[src/rtl/cci_mpf_prim_ram_rd_stream.sv]
// Valid/ready read front end for a fixed-latency RAM with an in-order, credit-sized response buffer.
// Optional request tag pass-through is enabled by defining CCI_MPF_PRIM_RAM_RD_STREAM_TAG_EN.
module cci_mpf_prim_ram_rd_stream #(
  parameter int N_ENTRIES        = 32,
  parameter int N_DATA_BITS      = 64,
  parameter int RAM_READ_LATENCY = 1,
  parameter int BUF_ENTRIES      = RAM_READ_LATENCY + 2,
  parameter int N_TAG_BITS       = 8
) (
  input  logic                         clk,
  input  logic                         reset,

  input  logic                         req_valid,
  output logic                         req_ready,
  input  logic [$clog2(N_ENTRIES)-1:0] req_addr,

  output logic [$clog2(N_ENTRIES)-1:0] ram_raddr,
  input  logic [N_DATA_BITS-1:0]       ram_rdata,

`ifdef CCI_MPF_PRIM_RAM_RD_STREAM_TAG_EN
  input  logic [N_TAG_BITS-1:0]        req_tag,
  output logic [N_TAG_BITS-1:0]        rsp_tag,
`endif

  output logic                         rsp_valid,
  input  logic                         rsp_ready,
  output logic [N_DATA_BITS-1:0]       rsp_data,
  output logic                         idle
);

  localparam int LAT   = RAM_READ_LATENCY;
  localparam int PTR_W = (BUF_ENTRIES > 1) ? $clog2(BUF_ENTRIES) : 1;
  localparam int CNT_W = $clog2(BUF_ENTRIES + 1);

  localparam logic [CNT_W-1:0] CNT_MAX  = CNT_W'(BUF_ENTRIES);
  localparam logic [CNT_W-1:0] CNT_ONE  = CNT_W'(1);
  localparam logic [PTR_W-1:0] PTR_LAST = PTR_W'(BUF_ENTRIES - 1);
  localparam logic [PTR_W-1:0] PTR_ONE  = PTR_W'(1);

  // Parameter sanity checks resolved at elaboration.
  if (RAM_READ_LATENCY < 1) begin : g_bad_latency
    $fatal(1, "RAM_READ_LATENCY must be >= 1");
  end
  if (BUF_ENTRIES < RAM_READ_LATENCY + 1) begin : g_bad_buf
    $fatal(1, "BUF_ENTRIES must be >= RAM_READ_LATENCY+1");
  end
  if (N_TAG_BITS < 1) begin : g_bad_tag
    $fatal(1, "N_TAG_BITS must be >= 1");
  end

  logic [CNT_W-1:0] credits_used;
  logic [CNT_W-1:0] buf_count;
  logic [LAT-1:0]   pipe_valid;
  logic [PTR_W-1:0] head;
  logic [PTR_W-1:0] tail;

  logic [N_DATA_BITS-1:0] buf_data [BUF_ENTRIES];

  logic accept;
  logic pop;
  logic push;

  // Credits are registered only, so a pop frees its slot for requests one cycle later.
  assign req_ready = !reset && (credits_used < CNT_MAX);
  assign accept    = req_valid && req_ready;
  assign ram_raddr = req_addr;

  assign push      = pipe_valid[LAT-1];
  assign rsp_valid = (buf_count != '0);
  assign pop       = rsp_valid && rsp_ready;
  assign rsp_data  = buf_data[head];
  assign idle      = (credits_used == '0);

  // NOTE: all sequential state uses non-blocking assignments so every stage samples pre-edge values.
  always_ff @(posedge clk) begin
    if (reset) begin
      credits_used <= '0;
      buf_count    <= '0;
      pipe_valid   <= '0;
      head         <= '0;
      tail         <= '0;
    end else begin
      pipe_valid[0] <= accept;
      for (int i = 1; i < LAT; i++) begin
        pipe_valid[i] <= pipe_valid[i-1];
      end

      if (push) tail <= (tail == PTR_LAST) ? '0 : tail + PTR_ONE;
      if (pop)  head <= (head == PTR_LAST) ? '0 : head + PTR_ONE;

      case ({push, pop})
        2'b10:   buf_count <= buf_count + CNT_ONE;
        2'b01:   buf_count <= buf_count - CNT_ONE;
        default: buf_count <= buf_count;
      endcase

      // A read holds its credit from acceptance until its response is popped.
      case ({accept, pop})
        2'b10:   credits_used <= credits_used + CNT_ONE;
        2'b01:   credits_used <= credits_used - CNT_ONE;
        default: credits_used <= credits_used;
      endcase
    end
  end

  // NOTE: payload storage has no reset; head/tail/count alone decide which entries are live.
  always_ff @(posedge clk) begin
    if (push) buf_data[tail] <= ram_rdata;
  end

`ifdef CCI_MPF_PRIM_RAM_RD_STREAM_TAG_EN
  logic [N_TAG_BITS-1:0] pipe_tag [LAT];
  logic [N_TAG_BITS-1:0] buf_tag  [BUF_ENTRIES];

  always_ff @(posedge clk) begin
    pipe_tag[0] <= req_tag;
    for (int i = 1; i < LAT; i++) begin
      pipe_tag[i] <= pipe_tag[i-1];
    end
    if (push) buf_tag[tail] <= pipe_tag[LAT-1];
  end

  assign rsp_tag = buf_tag[head];
`endif

  // Every in-flight read owns a credit, so a push can never meet a full buffer.
  a_no_overflow : assert property (@(posedge clk) disable iff (reset)
    !(push && (buf_count == CNT_MAX)))
    else $error("push into full response buffer");

endmodule

[config.mk]
export PLATFORM = sky130hd
export DESIGN_NAME = cci_mpf_prim_ram_rd_stream
export DESIGN_NICKNAME = d
export VERILOG_FILES = /design/src/rtl/cci_mpf_prim_ram_rd_stream.sv
export SDC_FILE = /design/constraint.sdc
export NUM_CORES = 1
export LEC_CHECK = 0
export ABC_AREA = 1
export CAP_MARGIN = 10
export CORE_UTILIZATION = 55
export CTS_BUF_LIST = sky130_fd_sc_hd__clkbuf_8
export CTS_CLUSTER_SIZE = 28
export DETAILED_ROUTE_END_ITERATION = 8
export DONT_BUFFER_PORTS = 1
export PLACE_DENSITY_LB_ADDON = 0.12
export SLEW_MARGIN = 10
export SYNTH_ARGS = -nofsm -noshare
export SYNTH_HDL_FRONTEND = slang
export SYNTH_SLANG_ARGS = --single-unit
[constraint.sdc]
create_clock -name clk -period 5.9 [get_ports clk]
set_input_delay 0.885 -clock clk [delete_from_list [all_inputs] [get_ports clk]]
set_output_delay 0.885 -clock clk [all_outputs]
set_load 0.01 [all_outputs]
* After elaboration in Yosys (flattened, before gate mapping)
Memory sizes are Yosys's and may differ from the RTL's. A register that Yosys moved wholly into a read port is not among the register bits.
Cells that the tools add are included.
** Storage, ports and cells
- Register bits after elaboration :: 9
- Bits in writable memories :: 192
- Output and inout port bits :: 72
- Memories kept :: 1
** Memories
- buf_data :: words 3, width 64, read ports 1, clocked after Yosys merged registers in 1, wr ports 1, RTL line 57 : logic [N_DATA_BITS-1:0] buf_data [BUF_ENTRIES];
** Operators by class
- Add/sub/neg operators :: 6
- $lt $le $gt $ge :: 1
- Equal/unequal tests :: 6
- Mux-type cells :: 8
- Reductions and logical operators :: 8
** Operator list (number)
- $add A2 B1 Y2 const B :: 4
- $eq A2 B2 Y1 const B :: 4
- $mux W2 :: 4
- $pmux W2 S2 :: 2
- $reduce_bool A2 Y1 :: 3
- $eq A2 B1 Y1 const B :: 2
- $sub A2 B1 Y2 const B :: 2
- $logic_and A1 B1 Y1 :: 3
- $logic_not A2 Y1 :: 1
- $lt A2 B2 Y1 const B :: 1
- $mux W1 :: 2
- $logic_not A1 Y1 :: 1

* Depth between registers and ports, before layout
Gate-level depths: netlist (run 1).
- Depth in word-level cells :: 5
- Gate-level depth with buffers :: 10

* Worst setup path after synthesis (run 1)
No wires, ideal clock.
- Kind :: register to register
- Start :: reg pipe_valid
- End :: mem buf_data[2][0], enable pin
- Arrival :: 4.794 ns
- Required time :: 5.335 ns
- Path slack :: 0.540 ns
- Cell stages (with the launch flop) :: 3
- Period minus slack after synthesis :: 5.360 ns
- Cells stage by stage :: dfxtp_1 inv_1 nor3_1
** On the way
- Longest elaborated chain between the ends :: 2
** Ends and longest elaborated chain
- start, declared :: RTL line 53 : logic [LAT-1:0] pipe_valid;
- start signal, assigned by index :: RTL line 85 : pipe_valid[i] <= pipe_valid[i-1];
- $mux W1 :: RTL line 108 : if (push) buf_data[tail] <= ram_rdata;
- $mux W1 (not written as such) :: RTL line 108
- end, declared :: RTL line 57
No other way between the ends.

==> results.yml, run 1 <==
setup_path:
  start_kind: "register"
  endpoint_kind: "output port"
  required_ps: 5020
  critPathKind: "reg2out"
  critPathMaxFanout: 64
  arrival_ps: 2290
routing:
  drt_iter0_markers: 242
  detail-route-antenna-nets: 0
  vias: 4270
  drt_wl_total_um: 15130
  routed_via_density: 5.567
  remaining_drc_errors: 0
  firstDrtPassIters: 4
  wire_per_inst_um: 19.73
sta:
  fin_crit_sh_pct: 53.89
  rsz0062_at_grt: "false"
  fmax_ghz: 0.3145
  final_hold_viol_count: 0
  tightest_slew_ps: 1153
  finClkSkew_ps: 6.715
  slew_viol_final: 0
  max_slew_margin_pct: 23.15
  setup_tns_ps: 0
  setup_viol: 0
  fin_crit_ps: 3179
  worst_slack_ps: 2721
clocking:
  clock-root-buffer: "clkbuf_8"
  cts_buffers: 31
  cts_tree: "done"
  clk_pin_slew_ps: 60
  cts_max_level: 1
  cts_resized: 0
  cts_sinks: 203
  post-cts-setup-buffer-count: 0
  clock_path_buffers: 3
  insertion_delay_ps: 540
  hold_buffers: 0
layout:
  finish.instance_area_sq_mm: 0.008691
  drive_gt1_share_pct: 29.85
  area_growth_pct: 6.779
  final_nets: 637
  diodes: 0
synth:
  ys_types: 18
  synth_nets: 627
  syn_inst: 552
  yosysSeqAreaShare_pct: 73.54
  synth_edf_count: 192
  synth_seq_cells: 203
  netlist_area_sq_mm: 0.008139
  syn_area_per_cell_sq_um: 14.74
  async_flop_share_pct: 0
  ys_warn_count: 0
  synthFlopType: "edfxtp_1"
power:
  pwr-share-comb_pct: 14.5
  switching_share_pct: 26.67
  switchingPower_uw: 834.7
  seq_power_share_pct: 52.5
  powerDensity_mw_per_mm2: 360.1
  peakVddDrop_uv: 235.2
  p_int_mw: 2.295
  leakagePower_nw: 2.975
  clock_power_share_pct: 33.0
  fin_total_pwr_mw: 3.130
hold_path:
  min_path_type: "in2reg"
placement:
  gp_congestion: 0.6994
  hpwl_um: 8470
  dp_slack_ps: 3287
  io_buffers: 0
  dpl_cell_area_sq_mm: 0.008123
floorplanning:
  rows: 44
  core_area_sq_mm: 0.01448
  die-area_sq_mm: 0.01529
  die_w_um: 123.7
  die_y_um: 123.7
  start_util_pct: 56.21
  ios: 145
grt:
  grt_start_max_net_pins: 65
  track_usage_pct: 19.67
  grt_pass1_vias: 4385
  grt_pass1_wl_um: 22400
  globalRouteOverflowTotal: 0
  antenna_found_initial: 1
run_status:
  status: "finished, final reports clean"
flow_run:
  max-cap-violations: 0
cells by family after synthesis:
logic type	synth area share, %
AND/OR/NAND/NOR	7.533
buffers and inverters	4.658
flip-flops	73.54
adder cells (fa/ha/maj)	0.3074
AO/OA/AOI/OAI	13.96
final timing paths:
check | depth (start not counted) | end | slack (ps) | from
setup reg to reg | 4 | buf_data[2][24]$_DFFE_PP_ | 3740 | pipe_valid$_SDFF_PP0_
hold reg to reg | 2 | tail[1]$_SDFFE_PP0P_ | 470 | tail[1]$_SDFFE_PP0P_
setup / recovery | 3 | rsp_data[1] | 2720 | register
hold / removal | 1 | tail[1]$_SDFFE_PP0P_ | 410 | reset
cells in the mapped netlist, types with 4 or more instances:
cell / n / area (sq um)
o21ai_0: 4 / 20.02
nand2_1: 77 / 289.0
a21oi_2: 120 / 1051
a21oi_1: 13 / 65.06
buf_4: 5 / 37.54
edfxtp_1: 192 / 5766
buf_6: 7 / 78.83
inv_1: 16 / 60.06
dfxtp_1: 11 / 220.2
buf_12: 6 / 120.1
nor2_1: 79 / 296.5
buf_2: 12 / 60.06
through the flow:
stage | cells | hold WS, ps | utilization [%]
2_1_floorplan | 552 | 437.7 | -
3_3_place_gp | 712 | 443.6 | 56.10
6_report | 767 | 410.7 | 60.02
5_1_grt | 767 | 380.1 | 60.02
4_1_cts | 766 | 380.8 | 59.97
3_5_place_dp | 712 | 463.4 | 56.10
worst max-delay path, stage by stage, from the launching register on:
cell and delay, ps:
dfxtp_4 340, buf_4 800, a21oi_1 150, a21oi_1 390
sequential cells by signal, summed over array words and instances, names as in the netlist, named ones only:
name          count
buf_count         2
buf_data        192
credits_used      2
head              2
pipe_valid        1
tail              2
cells in the final DEF (no fill, tap or decap):
cell type and instances:
a21oi_1 13, a21oi_2 120, buf_4 8, clkbuf_8 35, clkinv_1 3, clkinv_2 3, clkinvlp_4 1, dfxtp_1 9
dfxtp_4 2, edfxtp_1 192, ha_1 2, inv_1 26, inv_2 4, nand2_1 77, nand3_1 2, nand4_1 2
nor2_1 79, nor3_2 1, o21ai_0 4
metal layers:
metal  vias up  share of wire, %  wire length (um)  GRT usage (%)
met5         -                 0                 0          1.042
met4         0               1.7               264          7.003
met3        24               8.5              1281          6.685
met2       131                52              7828          34.31
met1      2120                38              5757          22.31
li1       1995                 -                 -              -
cell type report:
| type | count | area [sq um] |
|---|---|---|
| sequential | 203 | 5993 |
| fill | 1096 | 5788 |
| multi-input combinational | 300 | 1779 |
| clock buffer | 35 | 481.7 |
| tap | 184 | 230.2 |
| clock inverter | 19 | 78.83 |
| inverter | 18 | 67.56 |
| timing repair buffer | 8 | 60.06 |
power groups by stage:
stage          clock (mW)  sequential (mW)  combinational, mW
2_1_floorplan           0             1.67              0.410
3_3_place_gp            0             1.67              0.455
3_5_place_dp            0             1.67              0.464
4_1_cts              1.06             1.64              0.464
5_1_grt              1.12             1.65              0.495
6_report             1.03             1.64              0.455
Note: power is estimated with default switching activity, not from simulation.
==> run 2: changes to the inputs <==
==> constraint.sdc (replaced) <==
create_clock -name clk -period 2.9 [get_ports clk]
set_input_delay 0.435 -clock clk [delete_from_list [all_inputs] [get_ports clk]]
set_output_delay 0.435 -clock clk [all_outputs]
set_load 0.01 [all_outputs]
==> run 2 against run 1 <==
- global-route usage grew 1.8 points
- final cell count grew 9.3%
- sequential power grew 100%
- power grew 100%
==> results.yml, run 2 (synthesis results as in run 1) <==
sta:
  finClkSkew_ps: 18.28
  fmax_ghz: 0.3704
  fin_crit_ps: 2700
  slew_viol_final: 0
  final_hold_viol_count: 0
  setup_viol: 0
  rsz0062_at_grt: "false"
  tightest_slew_ps: 803.6
  fin_crit_sh_pct: 93.10
  setup_tns_ps: 0
  max_slew_margin_pct: 46.25
hold_path:
  whs_endpoint: "pipe_valid$_SDFF_PP0_"
  hold_path_depth: 2
  hp-start: "req_valid"
  min_path_type: "in2reg"
routing:
  remaining_drc_errors: 0
  drt_wl_total_um: 16010
  detail-route-antenna-nets: 0
  wire_per_inst_um: 19.11
  drt_iter0_markers: 223
  vias: 4549
  routed_via_density: 5.428
  firstDrtPassIters: 4
setup_path:
  arrival_ps: 2260
  start_kind: "register"
  r2r_cells: 4
  r2r_start: "tail[1]$_SDFFE_PP0P_"
  r2r_slack_ps: 1080
  critPathKind: "reg2out"
  critPathMaxFanout: 42
  required_ps: 2470
  endpoint_kind: "output port"
  reg2reg_to: "buf_data[0][40]$_DFFE_PP_"
layout:
  final_cell_mix: "edfxtp_1 (192), a21oi_2 (120), nor2_1 (79), nand2_1 (77), dlygate4sd3_1 (65)"
  fill_cells: 1060
  top_register: "buf_data"
  area_growth_pct: 15.53
  seqCellArea_sq_mm: 0.005993
  final_nets: 705
  drive_gt1_share_pct: 26.61
  mostFrequentLayoutCell: "edfxtp_1"
  largest_register_ffs: 192
  multi_input_area_sq_mm: 0.001785
  diodes: 0
power:
  fin_total_pwr_mw: 6.401
  peakVddDrop_uv: 486.6
  leakagePower_nw: 3.253
  powerDensity_mw_per_mm2: 680.8
grt:
  globalRouteOverflowTotal: 0
  grt_pass1_wl_um: 24700
  track_usage_pct: 21.45
  antenna_found_initial: 0
  grt_start_max_net_pins: 65
  grt_pass1_vias: 4724
floorplanning:
  die_w_um: 123.7
  die-area_sq_mm: 0.01529
  rows: 44
  core_area_sq_mm: 0.01448
  die_y_um: 123.7
  ios: 145
  start_util_pct: 56.21
placement:
  io_buffers: 0
  hpwl_um: 9189
  gp_congestion: 0.7352
clocking:
  clock-root-buffer: "clkbuf_8"
  clk_pin_slew_ps: 60
  post-cts-setup-buffer-count: 0
  cts_tree: "done"
  cts_max_level: 1
  clock_path_buffers: 3
  insertion_delay_ps: 540
  cts_buffers: 31
  cts_sinks: 203
run_status:
  status: "finished, final reports clean"
flow_run:
  max-cap-violations: 0
## run 2: changes by cell type in the layout (fill, tap and decap cells not counted), sizes merged
cell / delta
clkbuf: -4
buf: +3
clkinv: +12
inv: -4
dlygate4sd3: +65
clkinvlp: -1
## run 2: per-stage QoR
stage               utilization, %  cells  cell area [sq um]  setup WS (ps)  hold WS, ps
floorplan                        -    552               8150          479.3        439.3
global placement             56.78    716               8222          729.8        445.8
detailed placement           56.78    716               8222          746.1        452.9
CTS                          64.94    838               9403          164.3        7.393
global route                 64.94    838               9403          75.21        39.36
finish                       64.94    838               9403          200.2        40.01
## run 2: critical path, cell delays in order, from the launching register on
cell	delay [ps]
dfxtp_4	610
buf_4	670
a21oi_2	120
a21oi_2	280
## run 2: area by class of cell
cell class,instances,share of cell area (%)
well taps,184,2.448
flip-flops and latches,203,63.74
clock buffers,31,4.538
clock inverters,26,1.104
repair buffers,76,8.463
inverters,18,0.7186
multi-input cells,300,18.99
## run 2: worst max path at each step
stage                           from                  endpoint  slack (ps)  cells past startpoint
5_1_grt                     register               rsp_data[1]          80                      3
4_1_cts                     register               rsp_data[1]         160                      3
3_3_place_gp                register               rsp_data[1]         730                      3
2_1_floorplan  pipe_valid$_SDFF_PP0_  buf_data[2][0]$_DFFE_PP_         480                      2
3_5_place_dp                register               rsp_data[1]         750                      3
6_report                    register              rsp_data[13]         200                      3
## run 2: where the power goes
part / switching, mW / total (mW) / internal (mW)
Combinational: 0.671 / 1.01 / 0.337
Sequential: 0.0565 / 3.36 / 3.31
Clock: 1.04 / 2.03 / 0.993
## run 2: per-layer routing
metal	GRT usage (%)	routed length, um
met1	25.29	6387
met2	38.26	8219
met3	6.090	1181
met4	5.723	226
met5	0	0
## run 2: repair_timing
item,CTS,global route
gates resized for setup,0,0
hold buffers,65,0
hold endpoints to repair,194,0
